===== config.mk =====
export PLATFORM = sky130hd
export DESIGN_NAME = detect_ctrl
export DESIGN_NICKNAME = d
export VERILOG_FILES = /design/src/rtl/detect_ctrl.sv
export SDC_FILE = /design/constraint.sdc
export NUM_CORES = 1
export LEC_CHECK = 0
export ABC_AREA = 0
export BUFFER_PORTS_ARGS = -buffer_cell sky130_fd_sc_hd__buf_2
export CORE_MARGIN = 8
export CORE_UTILIZATION = 55
export DETAILED_ROUTE_END_ITERATION = 16
export PLACE_DENSITY = 0.77
export SLEW_MARGIN = 20
export SYNTH_ARGS = -nofsm -noshare
export SYNTH_HDL_FRONTEND = slang
export SYNTH_SLANG_ARGS = --single-unit

===== constraint.sdc =====
create_clock -name clk -period 3.6 [get_ports clk]
set_input_delay 0.72 -clock clk [delete_from_list [all_inputs] [get_ports clk]]
set_output_delay 0.72 -clock clk [all_outputs]
set_load 0.005 [all_outputs]

===== src/rtl/detect_ctrl.sv =====
// Link receiver-detect controller: quiet dwell, analog detect handshake with
// timeout, and a one-shot retry that confirms a partial lane mask.
module detect_ctrl #(
  parameter int WIDTH            = 4,
  parameter int QUIET_CYCLES     = 16,
  parameter int ACTIVE_TO_CYCLES = 64
) (
  input  logic             clk,
  input  logic             rst_n,
  input  logic             en,
  input  logic [WIDTH-1:0] eidle_exit,
  output logic             rx_det_req,
  input  logic             rx_det_ack,
  input  logic [WIDTH-1:0] rx_det_vld,
  output logic             det_done,
  output logic [WIDTH-1:0] det_lanes,
  output logic             det_timeout,
  output logic [2:0]       state,
  output logic [7:0]       attempt_cnt
);

  localparam int DW = $clog2(QUIET_CYCLES + 1);
  localparam int TW = $clog2(ACTIVE_TO_CYCLES + 1);
  localparam logic [DW-1:0]    DWELL_LAST = DW'(QUIET_CYCLES - 1);
  localparam logic [TW-1:0]    TO_LAST    = TW'(ACTIVE_TO_CYCLES - 1);
  localparam logic [TW-1:0]    TO_MAX     = {TW{1'b1}};
  localparam logic [WIDTH-1:0] ALL_ONES   = {WIDTH{1'b1}};

  typedef enum logic [2:0] {
    ST_DISABLED    = 3'd0,
    ST_QUIET       = 3'd1,
    ST_ACTIVE_REQ  = 3'd2,
    ST_ACTIVE_WAIT = 3'd3,
    ST_RETRY_WAIT  = 3'd4,
    ST_DONE        = 3'd5
  } state_t;

  state_t           state_r, state_s;
  logic [DW-1:0]    dwell_r, dwell_s;
  logic [TW-1:0]    to_r, to_s, to_inc_s;
  logic             retry_r, retry_s;
  logic [WIDTH-1:0] mask_r, mask_s;
  logic [WIDTH-1:0] lanes_r, lanes_s;
  logic             done_r, done_s;
  logic             timeout_r, timeout_s;
  logic             req_r, req_s;
  logic [7:0]       attempt_r, attempt_s;

  // Next-state, counter and pulse decode; en=0 overrides every state.
  always_comb begin
    state_s   = state_r;
    dwell_s   = {DW{1'b0}};
    to_s      = {TW{1'b0}};
    retry_s   = retry_r;
    mask_s    = mask_r;
    lanes_s   = lanes_r;
    done_s    = 1'b0;
    timeout_s = 1'b0;
    // Saturate so a late ack past the limit cannot wrap the counter back to zero.
    if (to_r == TO_MAX) begin
      to_inc_s = to_r;
    end else begin
      to_inc_s = to_r + TW'(1'b1);
    end

    if (!en) begin
      state_s = ST_DISABLED;
      retry_s = 1'b0;
      mask_s  = {WIDTH{1'b0}};
      lanes_s = {WIDTH{1'b0}};
    end else begin
      case (state_r)
        ST_DISABLED: begin
          state_s = ST_QUIET;
        end
        ST_QUIET: begin
          if ((dwell_r == DWELL_LAST) ||
              ((dwell_r != {DW{1'b0}}) && (|eidle_exit))) begin
            state_s = ST_ACTIVE_REQ;
          end else begin
            dwell_s = dwell_r + DW'(1'b1);
          end
        end
        ST_ACTIVE_REQ: begin
          if (rx_det_ack) begin
            state_s = ST_ACTIVE_WAIT;
            to_s    = to_inc_s;
          end else if (to_r >= TO_LAST) begin
            state_s   = ST_QUIET;
            timeout_s = 1'b1;
            retry_s   = 1'b0;
          end else begin
            to_s = to_inc_s;
          end
        end
        ST_ACTIVE_WAIT: begin
          if (!rx_det_ack) begin
            if (!retry_r) begin
              if (rx_det_vld == ALL_ONES) begin
                state_s = ST_DONE;
                lanes_s = rx_det_vld;
                done_s  = 1'b1;
              end else if (rx_det_vld == {WIDTH{1'b0}}) begin
                state_s = ST_QUIET;
              end else begin
                state_s = ST_RETRY_WAIT;
                mask_s  = rx_det_vld;
                retry_s = 1'b1;
              end
            end else begin
              // Second look: accept only a repeat of the stored mask or a full link.
              if ((rx_det_vld == mask_r) || (rx_det_vld == ALL_ONES)) begin
                state_s = ST_DONE;
                lanes_s = rx_det_vld;
                done_s  = 1'b1;
              end else begin
                state_s = ST_QUIET;
              end
              retry_s = 1'b0;
            end
          end else if (to_r >= TO_LAST) begin
            state_s   = ST_QUIET;
            timeout_s = 1'b1;
            retry_s   = 1'b0;
          end else begin
            to_s = to_inc_s;
          end
        end
        ST_RETRY_WAIT: begin
          if (dwell_r == DWELL_LAST) begin
            state_s = ST_ACTIVE_REQ;
          end else begin
            dwell_s = dwell_r + DW'(1'b1);
          end
        end
        ST_DONE: begin
          state_s = ST_DONE;
        end
        default: begin
          state_s = ST_DISABLED;
          retry_s = 1'b0;
          lanes_s = {WIDTH{1'b0}};
        end
      endcase
    end

    req_s = (state_s == ST_ACTIVE_REQ);
    if ((state_s == ST_ACTIVE_REQ) && (state_r != ST_ACTIVE_REQ) &&
        (attempt_r != 8'hFF)) begin
      attempt_s = attempt_r + 8'd1;
    end else begin
      attempt_s = attempt_r;
    end
  end

  // State, counters and registered outputs.
  always_ff @(posedge clk or negedge rst_n) begin
    if (!rst_n) begin
      state_r   <= ST_DISABLED;
      dwell_r   <= {DW{1'b0}};
      to_r      <= {TW{1'b0}};
      retry_r   <= 1'b0;
      mask_r    <= {WIDTH{1'b0}};
      lanes_r   <= {WIDTH{1'b0}};
      done_r    <= 1'b0;
      timeout_r <= 1'b0;
      req_r     <= 1'b0;
      attempt_r <= 8'd0;
    end else begin
      state_r   <= state_s;
      dwell_r   <= dwell_s;
      to_r      <= to_s;
      retry_r   <= retry_s;
      mask_r    <= mask_s;
      lanes_r   <= lanes_s;
      done_r    <= done_s;
      timeout_r <= timeout_s;
      req_r     <= req_s;
      attempt_r <= attempt_s;
    end
  end

  assign state       = state_r;
  assign rx_det_req  = req_r;
  assign det_done    = done_r;
  assign det_timeout = timeout_r;
  assign det_lanes   = lanes_r;
  assign attempt_cnt = attempt_r;

endmodule

# [After elaboration in Yosys (flattened, before gate mapping)]
# Index checks and enable logic that the tools add are counted.
[word_totals] ff_bits=35 input_bits=12 out_inout_bits=18 elab_cells=103
[classes] n_addsub=3 order_cmp=1 n_eq_ne=23 mux=52 n_reduce_logical=14
[ops] op="$mux 4" n=11
[ops] op="$mux 7" n=5
[ops] op="$mux 3" n=10
[ops] op="$pmux 3 s6" n=1
[ops] op="$mux 1" n=17
[ops] op="$mux 5" n=3
[ops] op="$pmux 7 s2" n=1
[ops] op="$ne 2x2->1 const B" n=6
[ops] op="$pmux 5 s2" n=1
[ops] op="$eq 3x2->1 const B" n=3
[ops] op="$add 8x1->8 const B" n=1
[ops] op="$ne 4x4->1 const B" n=2
[ops] op="$ne 8x8->1 const B" n=1
[ops] op="$pmux 4 s2" n=1
[ops] op="$reduce_or 4->1" n=2
[ops] op="$add 7x1->7 const B" n=1
[ops] op="$eq 7x7->1 const B" n=1
[ops] op="$ge 7x6->1 const B" n=1
[ops] op="$eq 3x3->1 const B" n=2
[ops] op="$ne 3x3->1 const B" n=2
[ops] op="$add 5x1->5 const B" n=1
[ops] op="$eq 5x4->1 const B" n=1
[ops] op="$reduce_and 5->1" n=1
[ops] op="$reduce_bool 5->1" n=1
[ops] op="14 further kinds" n=17

# [Depth between registers and ports, before layout]
# Gate-level depths: netlist of run 1.
[depth] depth_word=10 mapped_depth=10

# [Worst setup path after synthesis of run 1]
# Ideal clock, no wire load.
[synth_path] kind="input port to flip-flop" start="input rx_det_vld[1]" end="register attempt_r[1], in the netlist attempt_cnt[1]" arrival_time_ns=2.221 t_required_ns=3.475 path_slack_ns=1.254 cell_stages=6 n_path_buf=1 path_cell_list="clkbuf_2 > or4_1 > a41oi_1 > a221oi_4 > nand3_4 > mux2_4"
[synth_via] elab_chain_cells=10 word_cells_on_any_way=14 classes_between="eq/ne (3); mux (7); reduce/logical (4)"
[synth_lines] item="start, declared" line_no="14" source="input logic [WIDTH-1:0] rx_det_vld,"
[synth_lines] item="$logic_not 4->1 (tied with other cells)" line_no="103" source="end else if (rx_det_vld == {WIDTH{1'b0}}) begin"
[synth_lines] item="$mux 3 or $logic_or 1x1->1 (tied branches)" line_no="103, 112"
[synth_lines] item="$mux 3 (on tied branches)" line_no="99, 112"
[synth_lines] item="$mux 3 (*)" line_no="98" source="if (!retry_r) begin"
[synth_lines] item="$mux 3 (*)" line_no="97" source="if (!rx_det_ack) begin"
[synth_lines] item="$pmux 3 s6 (*)" line_no="72" source="case (state_r)"
[synth_lines] item="$mux 3 (*)" line_no="66" source="if (!en) begin"
[synth_lines] item="$eq 3x2->1 (*)" line_no="148" source="if ((state_s == ST_ACTIVE_REQ) && (state_r != ST_ACTIVE_REQ) &&"
[synth_lines] item="$logic_and 1x1->1 (*) (2 in a row)" line_no="148"
[synth_lines] item="end signal, assigned" line_no="179" source="attempt_r <= attempt_s;"
[synth_lines] item="end, declared" line_no="47" source="logic [7:0] attempt_r, attempt_s;"
# Every way passes the cells marked *; elsewhere a longest branch is shown, timed or not.
# A chain may end at the register's enable or synchronous reset.

# [Final worst setup path of run 1]
[layout_path] start="register to_r[0]" end="register attempt_r[1], in the netlist attempt_cnt[1]"
[layout_via] elab_chain_cells=8 word_cells_on_any_way=9 classes_between="order compare (1); eq/ne (1); mux (5); reduce/logical (2)"
[layout_lines] item="start, declared" line_no="40" source="logic [TW-1:0] to_r, to_s, to_inc_s;"
[layout_lines] item="start signal, assigned" line_no="161" source="to_r <= {TW{1'b0}};"
[layout_lines] item="start signal, assigned" line_no="172" source="to_r <= to_s;"
[layout_lines] item="$ge 7x6->1 (*)" line_no="88, 121"
[layout_lines] item="$mux 3 (*)" line_no="88, 121"
[layout_lines] item="$mux 3 (on tied branches)" line_no="97, 85"
[layout_lines] item="$pmux 3 s6 (*)" line_no="72"
[layout_lines] item="$mux 3 (*)" line_no="66"
[layout_lines] item="$eq 3x2->1 (*)" line_no="148"
[layout_lines] item="$logic_and 1x1->1 (*) (2 in a row)" line_no="148"
# Marks and branches as above.

==> results of run 1 <==
==> critical path, stage by stage (launching register included) <==
cell and delay, ns:
dfrtp_1 0.44, ha_1 0.28, a21o_1 0.20, a2111o_1 0.45, a221oi_4 0.49, nand3_4 0.13, mux2_4 0.31
==> power by group through the flow <==
stage          Clock (mW)  Combinational (mW)  Sequential [mW]
2_1_floorplan           0               0.105            0.437
3_3_place_gp            0               0.138            0.447
3_5_place_dp            0               0.145            0.449
4_1_cts             0.211               0.146            0.441
5_1_grt             0.230               0.160            0.446
6_report            0.202               0.143            0.441
==> worst max-delay path by stage <==
stage	from	cells past startpoint	endpoint	slack [ns]
final	to_r[0]$_DFF_PN0_	6	attempt_cnt[1]$_DFFE_PN0P_	1.19
after floorplan	rx_det_vld[1]	6	attempt_cnt[1]$_DFFE_PN0P_	1.25
after global placement	en	6	attempt_cnt[1]$_DFFE_PN0P_	1.09
after detailed placement	en	6	attempt_cnt[1]$_DFFE_PN0P_	1.03
after global routing	to_r[0]$_DFF_PN0_	6	attempt_cnt[1]$_DFFE_PN0P_	1.07
after CTS	to_r[0]$_DFF_PN0_	6	attempt_cnt[1]$_DFFE_PN0P_	1.18
==> metal layers <==
metal | wire length, um | up-vias | GRT usage
met5 | 0 | - | 0
li1 | - | 742 | -
met3 | 204 | 8 | 0.0513
met4 | 59 | 0 | 0.0768
met1 | 1840 | 750 | 0.179
met2 | 1930 | 37 | 0.259
==> cell usage after synthesis, types with 2 or more instances <==
master    count
nor2b_1      10
o21ai_0       4
a211oi_1      3
xor2_1        5
nor4_1        2
ha_1          6
inv_1         7
a32o_1        5
and2_1        3
dfrtp_1      35
and3_1        6
nand2_1       7
or4_1         2
xnor2_1      11
nor3_1        4
mux2i_1       5
buf_2         3
a31oi_1       2
nand2b_1      5
nand3_1       7
a21o_1        2
a21oi_1       3
nor2_1       16
nand4_1       6
and4_1        2
==> cell families after synthesis <==
family,after synthesis,share of synthesized area
buf+inv,14,0.0332
fa+ha+maj,6,0.0383
simple gates,78,0.233
mux,6,0.0332
flops,35,0.446
compound gates,32,0.145
xor+xnor,16,0.0714
==> sequential cells by signal, indices dropped and copies added, names as in the netlist, 3 cells and up <==
signal       count
mask_r           4
to_r             7
det_lanes        4
attempt_cnt      8
state            3
dwell_r          5
==> final cells by class <==
| class | instances | area share |
|---|---|---|
| Multi-Input combinational cell | 138 | 0.468 |
| Clock buffer | 7 | 0.0207 |
| Timing Repair Buffer | 29 | 0.0666 |
| Sequential cell | 35 | 0.402 |
| Clock inverter | 1 | 0.00230 |
| Tap cell | 46 | 0.0264 |
| Inverter | 8 | 0.0138 |
==> through the flow <==
step	cells	hold slack [ns]	util
floorplan	187	0.424	-
global placement	256	0.469	0.628
detailed placement	256	0.483	0.628
CTS	264	0.454	0.643
global route	264	0.483	0.643
finish	264	0.440	0.643
==> metrics.md, run 1 <==
| Metric | Value |
|---|---|
| Synth Instances | `187` |
| FF/Latch Area | `876 um2` |
| Fill count | `285` |
| Initial antenna violation count | `0` |
| Worst r2r src | `to_r[0]$_DFF_PN0_` |
| Worst-Skew Late Latency | `0.34 ns` |
| Initial DRC Count | `74` |
| Area of the multi-input gates | `1020 um2` |
| Setup violations, final | `0` |
| Via count | `1,537` |
| WL final | `4.03 mm` |
| Status | `completed` |
| CTS tree | `done` |
| Pins Over Slew Limit | `0` |
| # port buffers | `29` |
| Post-synth EDFFs | `0` |
| Largest net degree at the start of global routing | `36` |
| Final Power | `0.786 mW` |
| Internal | `0.551 mW` |
| Worst vdd rail ir drop | `232 uV` |
| FMAX | `415 MHz` |
| Worst r2r path cells | `6` |
| Leak | `1.03 nW` |
| First-pass DRT Iterations | `4` |
| TNS Setup | `0 ns` |
| Die X | `75.7 um` |
| Pwr per Cell Area | `361 nW/um2` |
| DR vias/cell | `5.82` |
| R2r endpoint | `attempt_cnt[1]$_DFFE_PN0P_` |
| Syn Nets | `205` |
| Setup CP Type | `reg2reg` |
| Final cycle utilization of the critical path | `0.669` |
| Placeable Area | `3390 um2` |
| GP Congestion | `0.814` |
| Antenna diodes | `0` |
| Slew HR | `0.490` |
| NetSw | `0.235 mW` |
| Register area share after synthesis | `0.446` |
| FP Rows | `21` |
| Crit start category | `register` |
| Fin Clk Skew | `0.0147 ns` |
| Async SR Flop Fraction | `1.00` |
| Vias in the first global route | `1,527` |
| Final Hold Fails | `0` |
| DP Area | `2130 um2` |
| Total GRT Usage | `0.157` |
| GR Overflow Total | `0` |
| Syn. warnings | `0` |
| Nets@finish | `235` |
| Pre-CTS WS | `1.03 ns` |
| Clock network power share | `0.256` |
| Most frequent cells in the layout | `35 x dfrtp_1, 29 x buf_2, 16 x nor2_1` |
| Clk slew on worst S/H paths | `0.11 ns` |
| Syn_area_per_cell | `10.5 um2` |
| Top post-synthesis cells by area | `dfrtp_1 45%, xnor2_1 4.9%, ha_1 3.8%` |
| Post-synth top area share | `0.446` |
| Top_reg_cell synth | `dfrtp_1` |
| Antenna Violating Nets Remaining | `0` |
| Clock root cell | `clkbuf_4` |
| CTS resizes | `0` |
| Hold Crit Class | `in2async` |
| Final Cell Area | `2180 um2` |
| Worst-margin pin slew | `0.766 ns` |
| Min Tclk post-route | `2.41 ns` |
| Switching share of power | `0.299` |
| R2r setup slk | `1.19 ns` |
| Total setup buffers inserted after CTS | `0` |
| Crit-path max FO | `9` |
| Distinct cells, synth | `51` |
| H-tree lvl count | `2` |
| RSZ-0062 raised after global routing | `no` |
| First-pass GRT wire length | `6.77 mm` |
| Share of cells above drive strength 1 | `0.197` |
| Initial cell density of the core | `0.579` |
| DRC viols | `0` |
| Critical Path AT | `2.63 ns` |
| Sequential share of power | `0.562` |
| Worst EP required | `3.82 ns` |
| DPL Wire Length | `2.98 mm` |
| Die area | `5730 um2` |
| Combinational Power Share | `0.182` |
| Wire per inst | `15.3 um` |
| Clock Path Buffers | `2` |
| Post-CTS Hold Fix Bufs | `0` |
| Synth Cell Area | `1960 um2` |
| CTS sink cnt | `35` |
| Die height | `75.7 um` |
| Crit. End Element | `register` |
| Fin worst setup slack | `1.19 ns` |
| Max-cap violations | `0` |
| Area Growth Syn to Fin | `11.1%` |
| Area leader, netlist | `dfrtp_1` |
| Most common cell after layout, fill and taps aside | `dfrtp_1` |
| I/O Pins | `30` |
| Yosys reg bits | `35` |
| CTS buffer count | `5` |
(Power assumes the default switching activity.)
==> inputs of run 2 (changes only) <==
ABC_AREA = 1   (was 0)
CORE_UTILIZATION = 51   (was 55)
PLACE_DENSITY = 0.74   (was 0.77)
clock period = 2.1 ns   (was 3.6 ns; I/O delays follow)
==> run 2 against run 1 <==
Net effect: global-route usage down 1.7 points; clock power grew to 3.1 times the previous value; cell count grew 28%; first-iteration DRC count rose by 91%; critical path depth increased by 6; cell area increased by 12%; combinational power rose by 42%; fmax grew 27%; worst setup slack worse by 0.99 ns; die area grew 13%; count of clock-buffer cells in the layout shrank 1; critical endpoint is now attempt_cnt[3]$_DFFE_PN0P_; largest power group unchanged.
==> metrics.md, run 2 <==
| Metric | Value |
|---|---|
| Largest net degree at the start of global routing | `36` |
| Top post-synthesis cells by area | `dfrtp_1 41%, nand2_1 9.2%, nand3_1 7.1%` |
| RSZ-0062 raised after global routing | `no` |
| Initial DRC Count | `141` |
| FMAX | `528 MHz` |
| Vias in the first global route | `1,684` |
| Status | `completed` |
| Clock root cell | `clkbuf_8` |
| Share of cells above drive strength 1 | `0.226` |
| Critical Path AT | `2.07 ns` |
| Synth Cell Area | `2110 um2` |
| Clock Path Buffers | `2` |
| Async SR Flop Fraction | `1.00` |
| First-pass GRT wire length | `7.31 mm` |
| Min Tclk post-route | `1.89 ns` |
| Leak | `1.26 nW` |
| Most frequent cells in the layout | `52 x nand2_1, 35 x dfrtp_1, 30 x nand3_1` |
| Placeable Area | `4000 um2` |
| Worst vdd rail ir drop | `502 uV` |
| Syn. warnings | `0` |
| Top_reg_cell synth | `dfrtp_1` |
| Worst r2r src | `dwell_r[0]$_DFF_PN0_` |
| DPL Wire Length | `3.11 mm` |
| Pins Over Slew Limit | `0` |
| Synth Instances | `252` |
| Post-Layout Cell Count | `337` |
| FP Rows | `23` |
| Total setup buffers inserted after CTS | `0` |
| CTS buffer count | `5` |
| Fin Clk Skew | `0.00647 ns` |
| Post-synth EDFFs | `0` |
| Cell with the most instances after synthesis | `nand2_1` |
| H-tree lvl count | `2` |
| Wire per inst | `12.4 um` |
| DR vias/cell | `5.13` |
| Die height | `80.4 um` |
| Post-CTS Hold Fix Bufs | `0` |
| DP Area | `2310 um2` |
| Antenna Violating Nets Remaining | `0` |
| Final Hold Fails | `0` |
| Max-cap violations | `0` |
| Antenna diodes | `0` |
| Die X | `80.4 um` |
| Syn_area_per_cell | `8.38 um2` |
| Syn Nets | `270` |
| WL final | `4.19 mm` |
| Post-synth top area share | `0.415` |
| Setup violations, final | `0` |
| Crit start category | `register` |
| Area Growth Syn to Fin | `15.1%` |
| First-pass DRT Iterations | `4` |
| Most common cell after layout, fill and taps aside | `nand2_1` |
| CTS sink cnt | `35` |
| Crit. End Element | `register` |
| Final Power | `1.55 mW` |
| CTS tree | `done` |
| # port buffers | `29` |
| Yosys reg bits | `35` |
| Initial antenna violation count | `0` |
| Crit-path max FO | `9` |
| TNS Setup | `0 ns` |
| Worst-Skew Late Latency | `0.29 ns` |
| Nets@finish | `304` |
| Setup CP Type | `reg2reg` |
| DRC viols | `0` |
| Die area | `6460 um2` |
| Max reg flops | `8` |
| Register area share after synthesis | `0.415` |
| GP Congestion | `0.889` |
| CTS resizes | `0` |
| Most instantiated cells after synthesis | `52 x nand2_1, 35 x dfrtp_1, 30 x nand3_1` |
| Worst EP required | `2.28 ns` |
| Final Cell Area | `2430 um2` |
| Clk slew on worst S/H paths | `0.07 ns` |
| Worst-margin pin slew | `0.769 ns` |
| Total GRT Usage | `0.140` |
| Dpl cells | `329` |
| Area leader, netlist | `dfrtp_1` |
| Slew HR | `0.487` |
| Via count | `1,730` |
| Hold Crit Class | `in2async` |
| Setup crit start | `dwell_r[0]$_DFF_PN0_` |
| WHS | `0.210 ns` |
| I/O Pins | `30` |
| Distinct cells, synth | `33` |
| Final cycle utilization of the critical path | `0.902` |
| Initial cell density of the core | `0.528` |
| GR Overflow Total | `0` |
| Pwr per Cell Area | `640 nW/um2` |
[run 2: changes by cell type in the layout (fill, tap and decap cells not counted), moves of 7 or more]
| cell | change |
|---|---|
| nand3_1 | +23 |
| inv_1 | +13 |
| o21ai_0 | +7 |
| nor2b_1 | -10 |
| xnor2_1 | -8 |
| xor2_1 | +7 |
| nor2_1 | +9 |
| nand2_1 | +45 |
[run 2: kinds of logic after synthesis]
logic type      share of synthesized area
simple gates                        0.352
fa+ha+maj                          0.0355
mux                               0.00533
flops                               0.415
compound gates                     0.0663
xor+xnor                           0.0622
buf+inv                            0.0634
[run 2: worst paths after layout]
path                                         endpoint  slack (ns)  depth (start not counted)
max in group asynchronous          det_done$_DFF_PN0_        1.40                          1
min                               retry_r$_DFFE_PN0P_        0.21                          1
min in group clk                   det_done$_DFF_PN0_        0.39                          2
max reg2reg                attempt_cnt[3]$_DFFE_PN0P_        0.21                         12
max                        attempt_cnt[3]$_DFFE_PN0P_        0.21                         12
min reg2reg                  det_lanes[0]$_DFFE_PN0P_        0.48                          2
[run 2: where the power goes]
| part | internal, mW | leakage (nW) | total (mW) | switching (mW) |
|---|---|---|---|---|
| registers | 0.696 | 0.486 | 0.727 | 0.0312 |
| clock network | 0.384 | 0.0612 | 0.625 | 0.241 |
| logic | 0.0754 | 0.715 | 0.203 | 0.127 |
[run 2: layout make-up]
cell class / instances / area [um2]
clock buffer: 6 / 82.6
clock inverter: 2 / 35.0
fill: 348 / 1570
inverter: 27 / 105
multi-input combinational: 185 / 1100
sequential: 35 / 876
tap: 50 / 62.6
timing repair buffer: 32 / 168
[run 2: critical path, cell delays in order (launching register included)]
cell and delay (ns):
dfrtp_1 0.41, ha_1 0.24, nand3_1 0.11, inv_1 0.05, ha_1 0.21, inv_1 0.14
nand2_1 0.09, nand2_1 0.08, nand3_2 0.09, nor2_4 0.16, nor2_8 0.07, nand4_1 0.07
nand2_1 0.06
[run 2: stage by stage]
step / util / setup slack (ns)
after floorplan: - / 0.375
final: 0.608 / 0.207
after global routing: 0.608 / 0.0526
after global placement: 0.578 / 0.303
after detailed placement: 0.578 / 0.221
after CTS: 0.608 / 0.202
[run 2: routing by layer]
| metal | share of wire | global-route usage |
|---|---|---|
| met5 | 0 | 0 |
| met4 | 0.0096 | 0.0455 |
| met3 | 0.053 | 0.0402 |
| met2 | 0.46 | 0.219 |
| met1 | 0.48 | 0.180 |
